==> config.mk <==
export PLATFORM = sky130hd
export DESIGN_NAME = character_up_down_mover
export DESIGN_NICKNAME = d
export VERILOG_FILES = /design/src/rtl/character_up_down_mover.sv
export SDC_FILE = /design/constraint.sdc
export NUM_CORES = 2
export LEC_CHECK = 0
export ABC_AREA = 1
export ABC_CLOCK_PERIOD_IN_PS = 15000
export CAP_MARGIN = 10
export CELL_PAD_IN_SITES_DETAIL_PLACEMENT = 1
export CELL_PAD_IN_SITES_GLOBAL_PLACEMENT = 1
export CORE_AREA = 2 2 669 671
export DETAILED_ROUTE_END_ITERATION = 12
export DIE_AREA = 0 0 671 673
export HOLD_SLACK_MARGIN = 0.02
export PLACE_DENSITY = 0.44
export SLEW_MARGIN = 20
export SYNTH_ARGS = -nofsm -noshare
export SYNTH_HDL_FRONTEND = slang
export SYNTH_SLANG_ARGS = --single-unit
==> constraint.sdc <==
create_clock -name movement_clock -period 15 [get_ports movement_clock]
set_clock_uncertainty 0.2 [all_clocks]
set_input_delay 3.75 -clock movement_clock [delete_from_list [all_inputs] [get_ports movement_clock]]
set_output_delay 3.75 -clock movement_clock [all_outputs]
set_load 0.05 [all_outputs]
==> src/rtl/character_up_down_mover.sv <==
// Vertical motion of a sprite over a tile map: gravity, one-shot jumps, ceiling and floor stops.
// One-edge latency from tile/position/jump inputs to char_y, airborne and jump_ack; no backpressure.
module character_up_down_mover #(
  parameter int BDR             = 0,
  parameter int SKY             = 1,
  parameter int BLK             = 2,
  parameter int GND             = 3,
  parameter int CHARACTER_WIDTH = 42,
  parameter int SCREEN_HEIGHT   = 480,
  parameter int BLOCK_WIDTH     = 40,
  parameter int JUMP_HEIGHT     = 120,
  parameter int START_Y         = 358
) (
  input  logic                      movement_clock,
  input  logic                      reset,
  input  logic [11:0][16:0][7:0]    background,
  input  logic signed [31:0]        char_x,
  input  logic                      jump_req,
  output logic signed [31:0]        char_y,
  output logic                      airborne,
  output logic                      jump_ack
);

  localparam int RW = $clog2(JUMP_HEIGHT + 1);
  localparam logic [RW-1:0] JUMP_MAX = RW'(JUMP_HEIGHT);

  typedef enum logic [1:0] {GROUNDED, RISING, FALLING} state_t;

  state_t             state_q, state_d;
  logic signed [31:0] char_y_q, char_y_d;
  logic [RW-1:0]      rise_cnt_q, rise_cnt_d;
  logic               armed_q, armed_d;
  logic               airborne_q;
  logic               jump_ack_q, jump_ack_d;

  logic [4:0]         col_l, col_r;
  logic [3:0]         row_up, row_dn;
  logic               solid_up, solid_dn;

  function automatic logic [4:0] clamp_col(input logic signed [31:0] v);
    if (v < 0)       return 5'd0;
    else if (v > 16) return 5'd16;
    else             return v[4:0];
  endfunction

  function automatic logic [3:0] clamp_row(input logic signed [31:0] v);
    if (v < 0)       return 4'd0;
    else if (v > 11) return 4'd11;
    else             return v[3:0];
  endfunction

  // Open codes win if a tile table ever aliases an open code onto a solid one.
  function automatic logic tile_solid(input logic [7:0] code);
    return ((code == 8'(BLK)) || (code == 8'(GND))) &&
           (code != 8'(SKY)) && (code != 8'(BDR));
  endfunction

  assign col_l  = clamp_col(char_x / BLOCK_WIDTH);
  assign col_r  = clamp_col((char_x + CHARACTER_WIDTH - 1) / BLOCK_WIDTH);
  assign row_up = clamp_row((char_y_q - 1) / BLOCK_WIDTH);
  assign row_dn = clamp_row((char_y_q + CHARACTER_WIDTH) / BLOCK_WIDTH);

  // Screen edges are forced solid, so row clamping never decides a collision.
  assign solid_up = tile_solid(background[row_up][col_l]) |
                    tile_solid(background[row_up][col_r]) |
                    (char_y_q == 0);
  assign solid_dn = tile_solid(background[row_dn][col_l]) |
                    tile_solid(background[row_dn][col_r]) |
                    (char_y_q + CHARACTER_WIDTH >= SCREEN_HEIGHT);

  always_comb begin
    state_d    = state_q;
    char_y_d   = char_y_q;
    rise_cnt_d = rise_cnt_q;
    armed_d    = armed_q | ~jump_req;
    jump_ack_d = 1'b0;
    case (state_q)
      GROUNDED: begin
        if (!solid_dn) begin
          state_d = FALLING;
        end else if (jump_req && armed_q && !solid_up) begin
          state_d    = RISING;
          rise_cnt_d = '0;
          armed_d    = 1'b0;
          jump_ack_d = 1'b1;
        end
      end
      RISING: begin
        if (solid_up || (rise_cnt_q == JUMP_MAX)) begin
          state_d = FALLING;
        end else begin
          char_y_d   = char_y_q - 1;
          rise_cnt_d = rise_cnt_q + 1'b1;
        end
      end
      FALLING: begin
        if (solid_dn) state_d = GROUNDED;
        else          char_y_d = char_y_q + 1;
      end
      default: state_d = FALLING;
    endcase
  end

  always_ff @(posedge movement_clock or negedge reset) begin
    if (!reset) begin
      state_q    <= FALLING;
      char_y_q   <= START_Y;
      rise_cnt_q <= '0;
      armed_q    <= 1'b0;
      airborne_q <= 1'b1;
      jump_ack_q <= 1'b0;
    end else begin
      state_q    <= state_d;
      char_y_q   <= char_y_d;
      rise_cnt_q <= rise_cnt_d;
      armed_q    <= armed_d;
      airborne_q <= (state_d != GROUNDED);
      jump_ack_q <= jump_ack_d;
    end
  end

  assign char_y   = char_y_q;
  assign airborne = airborne_q;
  assign jump_ack = jump_ack_q;

endmodule

==> metrics.cfg <==
[run_status]
status=finished, violations left
violations=setup timing

[global_route]
antenna_found_initial=207
grt_pass1_wl_um=817000
grt_max_degree=65
grt_usage_pct=25.8
grt_pass1_vias=95624
grt_overflow=0

[die]
die_h_um=673
start_util_pct=14.3
die_x_um=671
num_io_pins=1701
num_rows=245
dieArea_um2=452000
coreArea_um2=444000

[drt]
drc=0
routed_wl_um=614000
drt_first_pass_iters=7
ant_nets=0
vias=94622
wl_per_cell_um=29.2
via_per_inst=4.51
drtIter0Drc=7223

[yosys]
syn_area_per_cell_um2=5.42
synth_top_area_share_pct=22.2
synth_largest_area_cell=nand3_1
ys_ff_latch=44
post-synth-top-count-cell=nand2_1
synth_area_leaders=nand3_1 (22%), nand2_1 (21%), inv_1 (7.7%), nand2_2 (4.7%), clkbuf_8 (3.8%)
yosys_warnings=0
synth_nets=13427
synth_edf_count=0
netlist_area_um2=63700
synthCells=11743
synth-seq-area-share_pct=1.74
ys_top_cells_by_count=nand2_1 (3487), nand3_1 (2827), inv_1 (1311)
async_flop_share_pct=100
synth.distinct_cells=92
synth_ff_type=dfrtp_1

[placement]
pre_cts_ws_ps=-5930
dpl.cell_count=20643
dp_hpwl_um=536000
place_congestion=0.929
port_buffers=1496
dpl_cell_area_um2=98500

[worst_setup_path]
critPathMaxFanout=12
r2r_cells=159
path_common_cell=nand2_4
cp_slowest_cell=nand3_4
timing.rr.start=char_y[1]
max_stage_delay_ps=250
crit_arrival_ps=19060
crit_required_ps=14990
crit_end=char_y[31]
r2r-end=char_y[31]
r2r_setup_slack_ps=-3290
startpoint_type=input port
startpoint=char_x[1]
path_class=input port to register
worstSetupEndpointType=register

[layout]
syn_to_final_growth_pct=63.5
n_fill_cell=56053
final_util_pct=23.4
multi_input_area_um2=51900
post-route-cell-area_um2=104000
drive_gt1_share_pct=29.2
seqCellArea_um2=1110
instances_no_fill=20986
finalNetCount=16616

[timing]
grt_setup_unrepaired=yes
relSlewSlack_pct=22.7
drv_slew=0
layout_min_cycle_time_ps=19070
period_share_pct=127
finalHoldViolations=0
layout_setup_ws_ps=-4070
fmax_ghz=0.0524
worst-slew-pin-transition_ps=1150
setup_viol=44

[clock_network]
path_clk_slew_ps=60
cts.sink_count=44
hold_buffers=0
htree_levels=2
numCtsBuffers=5
root_buffer=clkbuf_16
cts_tree=yes
clock_latency_ps=300
cts.path.max_buffers=2

[run]
timing.max_cap.violations=0

[hold_path]
hold_class=register to register
holdCritStartpoint=armed_q

cell type report:
cell class / count / area share, %
Antenna cell: 126 / 0.303
Clock inverter: 1 / 0.00481
Tap cell: 5928 / 7.12
Sequential cell: 44 / 1.07
Clock buffer: 6 / 0.124
Inverter: 1523 / 5.80
Multi-Input combinational cell: 9465 / 49.9
Timing Repair Buffer: 3893 / 35.7
per-stage QoR:
| step | hold slack, ps | setup TNS, ps |
|---|---|---|
| final | 327 | -177060 |
| after floorplan | 278 | -94860 |
| after detailed placement | 311 | -258780 |
| after CTS | 324 | -165130 |
| after global routing | 371 | -225940 |
| after global placement | 299 | -255690 |
repair_timing:
item / in CTS / in global routing
resized for setup: 530 / 379
pin swaps: 232 / 236
setup endpoints to repair: 44 / 44
setup buffers: 131 / 74
cloned: 6 / 8
logic make-up (layout without fill, tap and decap cells):
logic type               Yosys count  after routing  share of synthesized area, %
AO/OA/AOI/OAI                    986            986                          9.51
flip-flops                        44             44                          1.74
other                              0            126                             0
AND/OR/NAND/NOR                 8273           8274                          63.0
adder cells (fa/ha/maj)           17             17                         0.334
XOR/XNOR                         187            187                          2.68
buffers and inverters           2235           5423                          22.7
multiplexers                       1              1                        0.0157
cells in the final DEF, fill, tap and decap left out, drive strengths merged, types with 14 or more instances in the layout:
master and n:
a21oi 286, buf 2401, clkdlybuf4s50 1465, clkinv 40, dfrtp 37, diode 126, ha 17, inv 1475
nand2 4107, nand3 3050, nand3b 63, nand4 189, nor2 722, nor3 84, nor4 28, o211ai 205
o21ai 423, o22ai 21, or2 14, xnor2 19, xor2 164
state kept, by name, summed over array words and instances (netlist names):
name and cells:
airborne 1, armed_q 1, char_y 32, jump_ack 1
rise_cnt_q 7, state_q 2
per-layer routing:
metal / share of wire [%] / vias to the layer above / routed length, um / track usage [%]
li1: - / 44693 / - / -
met3: 4.4 / 718 / 27200 / 2.87
met1: 41 / 46373 / 253000 / 31.4
met4: 4.6 / 74 / 28500 / 10.3
met5: 0.075 / - / 462 / 0
met2: 50 / 2764 / 304000 / 46.1
worst max-delay path, delay by kind of cell:
kind | cells | cell delay, ps
adders and majority gates | 2 | 240
xor gates and xnor gates | 2 | 440
and+or+nand+nor | 123 | 11170
AOI/OAI and AO/OA | 5 | 660
buffers and inverters | 26 | 2720
how the worst min path moves through the flow:
stage / end / slack (ps) / depth (start not counted)
final: armed_q / 330 / 2
after global routing: armed_q / 370 / 2
after CTS: armed_q / 320 / 2
after detailed placement: armed_q / 310 / 2
after global placement: armed_q / 300 / 2
after floorplan: armed_q / 280 / 2
Power is not shown: default switching activity piles up to over one toggle a cycle in this logic, so the estimate is an artifact.
